File: config.mk
export PLATFORM = sky130hd
export DESIGN_NAME = rat_timer_int
export DESIGN_NICKNAME = d
export VERILOG_FILES = /design/src/rtl/rat_timer_int.sv
export SDC_FILE = /design/constraint.sdc
export NUM_CORES = 1
export LEC_CHECK = 0
export ABC_AREA = 0
export CAP_MARGIN = 10
export CORE_ASPECT_RATIO = 0.75
export CORE_MARGIN = 5
export CORE_UTILIZATION = 51
export DETAILED_ROUTE_END_ITERATION = 10
export GPL_TIMING_DRIVEN = 1
export MAX_ROUTING_LAYER = met4
export PLACE_DENSITY_LB_ADDON = 0.05
export SKIP_CTS_REPAIR_TIMING = 1
export SLEW_MARGIN = 20
export SYNTH_ARGS = -nofsm -noshare
export SYNTH_HDL_FRONTEND = slang
export SYNTH_SLANG_ARGS = --single-unit
File: constraint.sdc
create_clock -name CLK -period 2.2 [get_ports CLK]
set_input_delay 0.22 -clock CLK [delete_from_list [all_inputs] [get_ports CLK]]
set_output_delay 0.22 -clock CLK [all_outputs]
set_load 0.01 [all_outputs]
File: src/rtl/rat_timer_int.sv
// Programmable interval timer on a 4-port MCU I/O window: 16-bit terminal count, one-shot or reload,
// expiry flag and fixed-length registered interrupt pulse. Register reads are combinational on PORT_ID.
module rat_timer_int #(
  parameter logic [7:0] BASE_ID = 8'hB0,
  parameter int         INT_LEN = 4
) (
  input  logic       CLK,
  input  logic       RESET,
  input  logic [7:0] PORT_ID,
  input  logic [7:0] OUT_PORT,
  input  logic       IO_STRB,
  output logic [7:0] IN_PORT,
  output logic       INT
);

  typedef enum logic [1:0] {S_IDLE, S_RUN, S_FIRE} state_t;

  state_t      r_state, w_state_nxt;
  logic [15:0] r_cnt, w_cnt_nxt;
  logic [3:0]  r_int_cnt, w_int_cnt_nxt;
  logic [15:0] r_tc;
  logic [7:0]  r_ctrl;
  logic        r_exp;
  logic        r_int;

  logic [7:0]  w_off;
  logic        w_hit, w_wr;
  logic        w_wr_tcl, w_wr_tch, w_wr_ctrl, w_wr_stat;
  logic [15:0] w_tc_eff;
  logic        w_match, w_exp_set, w_en_clr, w_ie_nxt;

  // Subtraction keeps decoding correct for bases that are not 4-aligned.
  assign w_off     = PORT_ID - BASE_ID;
  assign w_hit     = (w_off < 8'd4);
  assign w_wr      = IO_STRB & w_hit;
  assign w_wr_tcl  = w_wr && (w_off[1:0] == 2'd0);
  assign w_wr_tch  = w_wr && (w_off[1:0] == 2'd1);
  assign w_wr_ctrl = w_wr && (w_off[1:0] == 2'd2);
  assign w_wr_stat = w_wr && (w_off[1:0] == 2'd3);

  assign w_tc_eff  = (r_tc == 16'd0) ? 16'd1 : r_tc;
  assign w_match   = (r_cnt == w_tc_eff);
  assign w_ie_nxt  = w_wr_ctrl ? OUT_PORT[2] : r_ctrl[2];

  always_comb begin
    w_state_nxt   = r_state;
    w_cnt_nxt     = r_cnt;
    w_int_cnt_nxt = r_int_cnt;
    w_exp_set     = 1'b0;
    w_en_clr      = 1'b0;
    case (r_state)
      S_IDLE: begin
        w_cnt_nxt = 16'd0;
        if (w_wr_ctrl && OUT_PORT[0]) w_state_nxt = S_RUN;
      end
      S_RUN: begin
        if (w_match) begin
          w_state_nxt   = S_FIRE;
          w_exp_set     = 1'b1;
          w_int_cnt_nxt = 4'd0;
          w_cnt_nxt     = 16'd0;
        end else begin
          w_cnt_nxt = r_cnt + 16'd1;
        end
      end
      S_FIRE: begin
        // Reload keeps the period running through FIRE so expiries stay evenly spaced.
        if (r_ctrl[1] && w_match) begin
          w_exp_set     = 1'b1;
          w_int_cnt_nxt = 4'd0;
          w_cnt_nxt     = 16'd0;
        end else begin
          w_cnt_nxt = r_ctrl[1] ? r_cnt + 16'd1 : 16'd0;
          if (r_int_cnt == 4'(INT_LEN - 1)) begin
            w_state_nxt = r_ctrl[1] ? S_RUN : S_IDLE;
            w_en_clr    = ~r_ctrl[1];
          end else begin
            w_int_cnt_nxt = r_int_cnt + 4'd1;
          end
        end
      end
      default: w_state_nxt = S_IDLE;
    endcase
    if (w_wr_ctrl && !OUT_PORT[0]) begin
      w_state_nxt = S_IDLE;
      w_cnt_nxt   = 16'd0;
      w_exp_set   = 1'b0;
    end
  end

  always_ff @(posedge CLK or negedge RESET) begin
    if (!RESET) begin
      r_state   <= S_IDLE;
      r_cnt     <= 16'd0;
      r_int_cnt <= 4'd0;
      r_tc      <= 16'h0000;
      r_ctrl    <= 8'h00;
      r_exp     <= 1'b0;
      r_int     <= 1'b0;
    end else begin
      r_state   <= w_state_nxt;
      r_cnt     <= w_cnt_nxt;
      r_int_cnt <= w_int_cnt_nxt;
      if (w_wr_tcl) r_tc[7:0]  <= OUT_PORT;
      if (w_wr_tch) r_tc[15:8] <= OUT_PORT;
      if (w_wr_ctrl)     r_ctrl    <= OUT_PORT;
      else if (w_en_clr) r_ctrl[0] <= 1'b0;
      // A simultaneous expiry beats a clear.
      if (w_exp_set)                    r_exp <= 1'b1;
      else if (w_wr_stat && OUT_PORT[0]) r_exp <= 1'b0;
      r_int <= (w_state_nxt == S_FIRE) && w_ie_nxt;
    end
  end

  always_comb begin
    IN_PORT = 8'h00;
    if (w_hit) begin
      case (w_off[1:0])
        2'd0:    IN_PORT = r_tc[7:0];
        2'd1:    IN_PORT = r_tc[15:8];
        2'd2:    IN_PORT = r_ctrl;
        default: IN_PORT = {6'b0, (r_state != S_IDLE), r_exp};
      endcase
    end
  end

  assign INT = r_int;

endmodule

==> summary.md <==
| Metric | Value |
|---|---|
| Status | finished, final reports clean |
| Post-DR wirelength/cell | approximately 17 microns |
| # port buffers | 27 |
| Slew headroom | 0.579 |
| Type of the most critical hold path | in -> async |
| Largest net degree at the start of global routing | 49 |
| Netlist cell types | between 50 and 60 |
| Synthesized net count | 317 |
| Leakage power | 0.00176 uW |
| Num rows | 23 |
| Synth Instances | 292 |
| Total number of vias | 2,415 |
| First-pass GRT wire length | approximately 12,000 microns |
| Effective utilization at floorplan | 0.536 |
| FMAX | 476 MHz |
| Commonest non-fill, non-tap cells in the layout | dfrtp_1, buf_4, nor2_1, nand2_1 |
| Placed Cells incl. Taps | 416 |
| Mapped Area | ~2900 sq um |
| Tcrit/Tclk final | 0.954 |
| Setup-failing EPs final | 0 |
| Power Dens Cells | a little over 600 nW/um^2 |
| Critical Path Start Type | register |
| Commonest non-fill, non-tap cell in the layout | dfrtp_1 |
| Min cycle time layout | 2.10 ns |
| Final Wtd Congestion | 0.841 |
| Skew-Pair Late Insertion Delay | 0.29 ns |
| Design Power | about 2300 uW |
| DRT Pass-1 Iters | 4 |
| Max capacitance violation total | 0 |
| Chip height | ~75 microns |
| HPWL after DPL | around 5300 microns |
| CORE AREA | around 5400 sq um |
| Max H-tree Level | 2 |
| Worst Setup End Kind | register |
| Setup TNS Final | 0 ns |
| Drt total wl | around 7200 microns |
| Root Buffer | clkbuf_8 |
| Fraction of layout cells with a size suffix above 1 | 0.206 |
| DRC Markers | 0 |
| Layout area overhead | 25.9% |
| Worst Path Arrival | approximately 2.3 ns |
| Seq/Total Area, Yosys | 0.412 |
| R2R Path Start | r_tc[6]$_DFFE_PN0P_ |
| Worst Path Max Fanout | 4 |
| DR vias/cell | around 5.7 |
| Clk sink count | 48 |
| Clk_skew | around 0.01 ns |
| Seq cells post-synth | 48 |
| Avg Synthesized Cell Area | around 10 sq um |
| Fillers | roughly 420 |
| FF-to-FF path depth | 8 |
| Total CTS buffers | 5 |
| Ant. Diodes | 0 |
| CTS clk-pin slew, worst paths | roughly 0.09 ns |
| DRT iter0 DRCs | about 130 |
| Prevailing post-synth register cell | dfrtp_1 |
| Syn. warnings | 0 |
| IO Count | 28 |
| Overall routing resource usage | 0.216 |
| Worst IR Drop VDD | 0.444 mV |
| WS Path Type | reg -> reg |
| Routed Antenna Nets | 0 |
| Ys async rst share | 1.00 |
| Post-Layout Cell Count | about 430 |
| Vias in the first global route | 2,440 |
| Die area | 7340 sq um |
| Post-route cell area | 3670 sq um |
| CTS tree | yes |
| DIE WIDTH | 97.3 microns |
| Required @ worst endpoint | 2.43 ns |
| Post-synth EDFFs | 0 |
| Slew Viols, Final | 0 |
| Worst slew pin tran | ~0.63 ns |
| Gr ovfl total | 0 |
| Final Hold Fails | 0 |
| Post-placement cell area | about 3500 sq um |
| Reg2reg end | INT$_DFF_PN0_ |
| Initial antenna violation count | 0 |
| Max Root-Sink Buffers | 2 |
| Setup slack, reg-to-reg | about 0.1 ns |
| Fin nets | approximately 380 |
[registers in the layout, summed over array words and instances (netlist names)]
register	count
r_ctrl	8
r_tc	16
r_exp	1
INT	1
r_state	2
r_cnt	16
r_int_cnt	4
[layer usage]
metal	track usage	share of wire	vias up
met3	0.0384	0.035	4
met1	0.298	0.51	1198
met5	-	0	-
li1	-	-	1177
met4	0.0415	0.0047	0
met2	0.345	0.45	36
[cell type report]
type | count | area [sq um] | share of cell area
Timing Repair Buffer | 65 | 596 | 0.162
Multi-Input combinational cell | 219 | 1630 | 0.445
Clock inverter | 1 | 30.0 | 0.00819
Sequential cell | 48 | 1200 | 0.328
Clock buffer | 5 | 68.8 | 0.0188
Tap cell | 75 | 93.8 | 0.0256
Inverter | 12 | 45.0 | 0.0123
[cell usage after synthesis (8+ instances only)]
cell type	number	area share
nand3_1	18	0.031
nor2_1	23	0.030
mux2i_1	10	0.034
dfrtp_1	48	0.41
xnor2_1	14	0.042
nand2_1	22	0.028
mux2_1	8	0.031
inv_1	12	0.015
a21oi_1	18	0.031
[power breakdown]
part	leakage (uW)	internal [uW]	switching (uW)	total (uW)
registers	0.000650	936	57.6	994
logic	0.00106	308	365	673
clock network	0.0000501	327	282	609
[worst max path at each step]
stage                     depth (start not counted)               endpoint            startpoint
after floorplan                                  10  r_cnt[12]$_DFFE_PN0P_  r_state[0]$_DFF_PN0_
final                                             8          INT$_DFF_PN0_   r_tc[6]$_DFFE_PN0P_
after global routing                              8          INT$_DFF_PN0_   r_tc[6]$_DFFE_PN0P_
after CTS                                         6             IN_PORT[0]            PORT_ID[4]
after global placement                            6    r_tc[6]$_DFFE_PN0P_            PORT_ID[7]
after detailed placement                          6    r_tc[6]$_DFFE_PN0P_            PORT_ID[4]
[worst max-delay path: stages, from the launching register on]
cell and delay (ns):
dfrtp_1 0.41, buf_4 0.15, xnor2_1 0.18, nand4_1 0.17, nor4_4 0.27, buf_4 0.18, nand3_1 0.08, a221o_1 0.31
and4bb_1 0.27
[per-stage QoR]
step	setup slack [ns]	hold WS, ns	utilization
after global routing	-0.0114	0.0600	0.674
after detailed placement	-0.127	0.358	0.640
after global placement	-0.0896	0.359	0.640
after CTS	-0.0856	0.0402	0.659
final	0.100	0.0191	0.674
after floorplan	0.271	-0.0756	-
[kinds of logic (layout without fill, tap and decap cells)]
group,after synthesis,count (layout),synth area share
multiplexers,32,32,0.132
AND/OR/NAND/NOR,105,105,0.203
XOR/XNOR,16,16,0.0507
buffers and inverters,25,83,0.0417
AO/OA/AOI/OAI,60,60,0.134
adder cells (fa/ha/maj),6,6,0.0258
flip-flops,48,48,0.412
No activity file was read; power rests on OpenSTA's default activity.
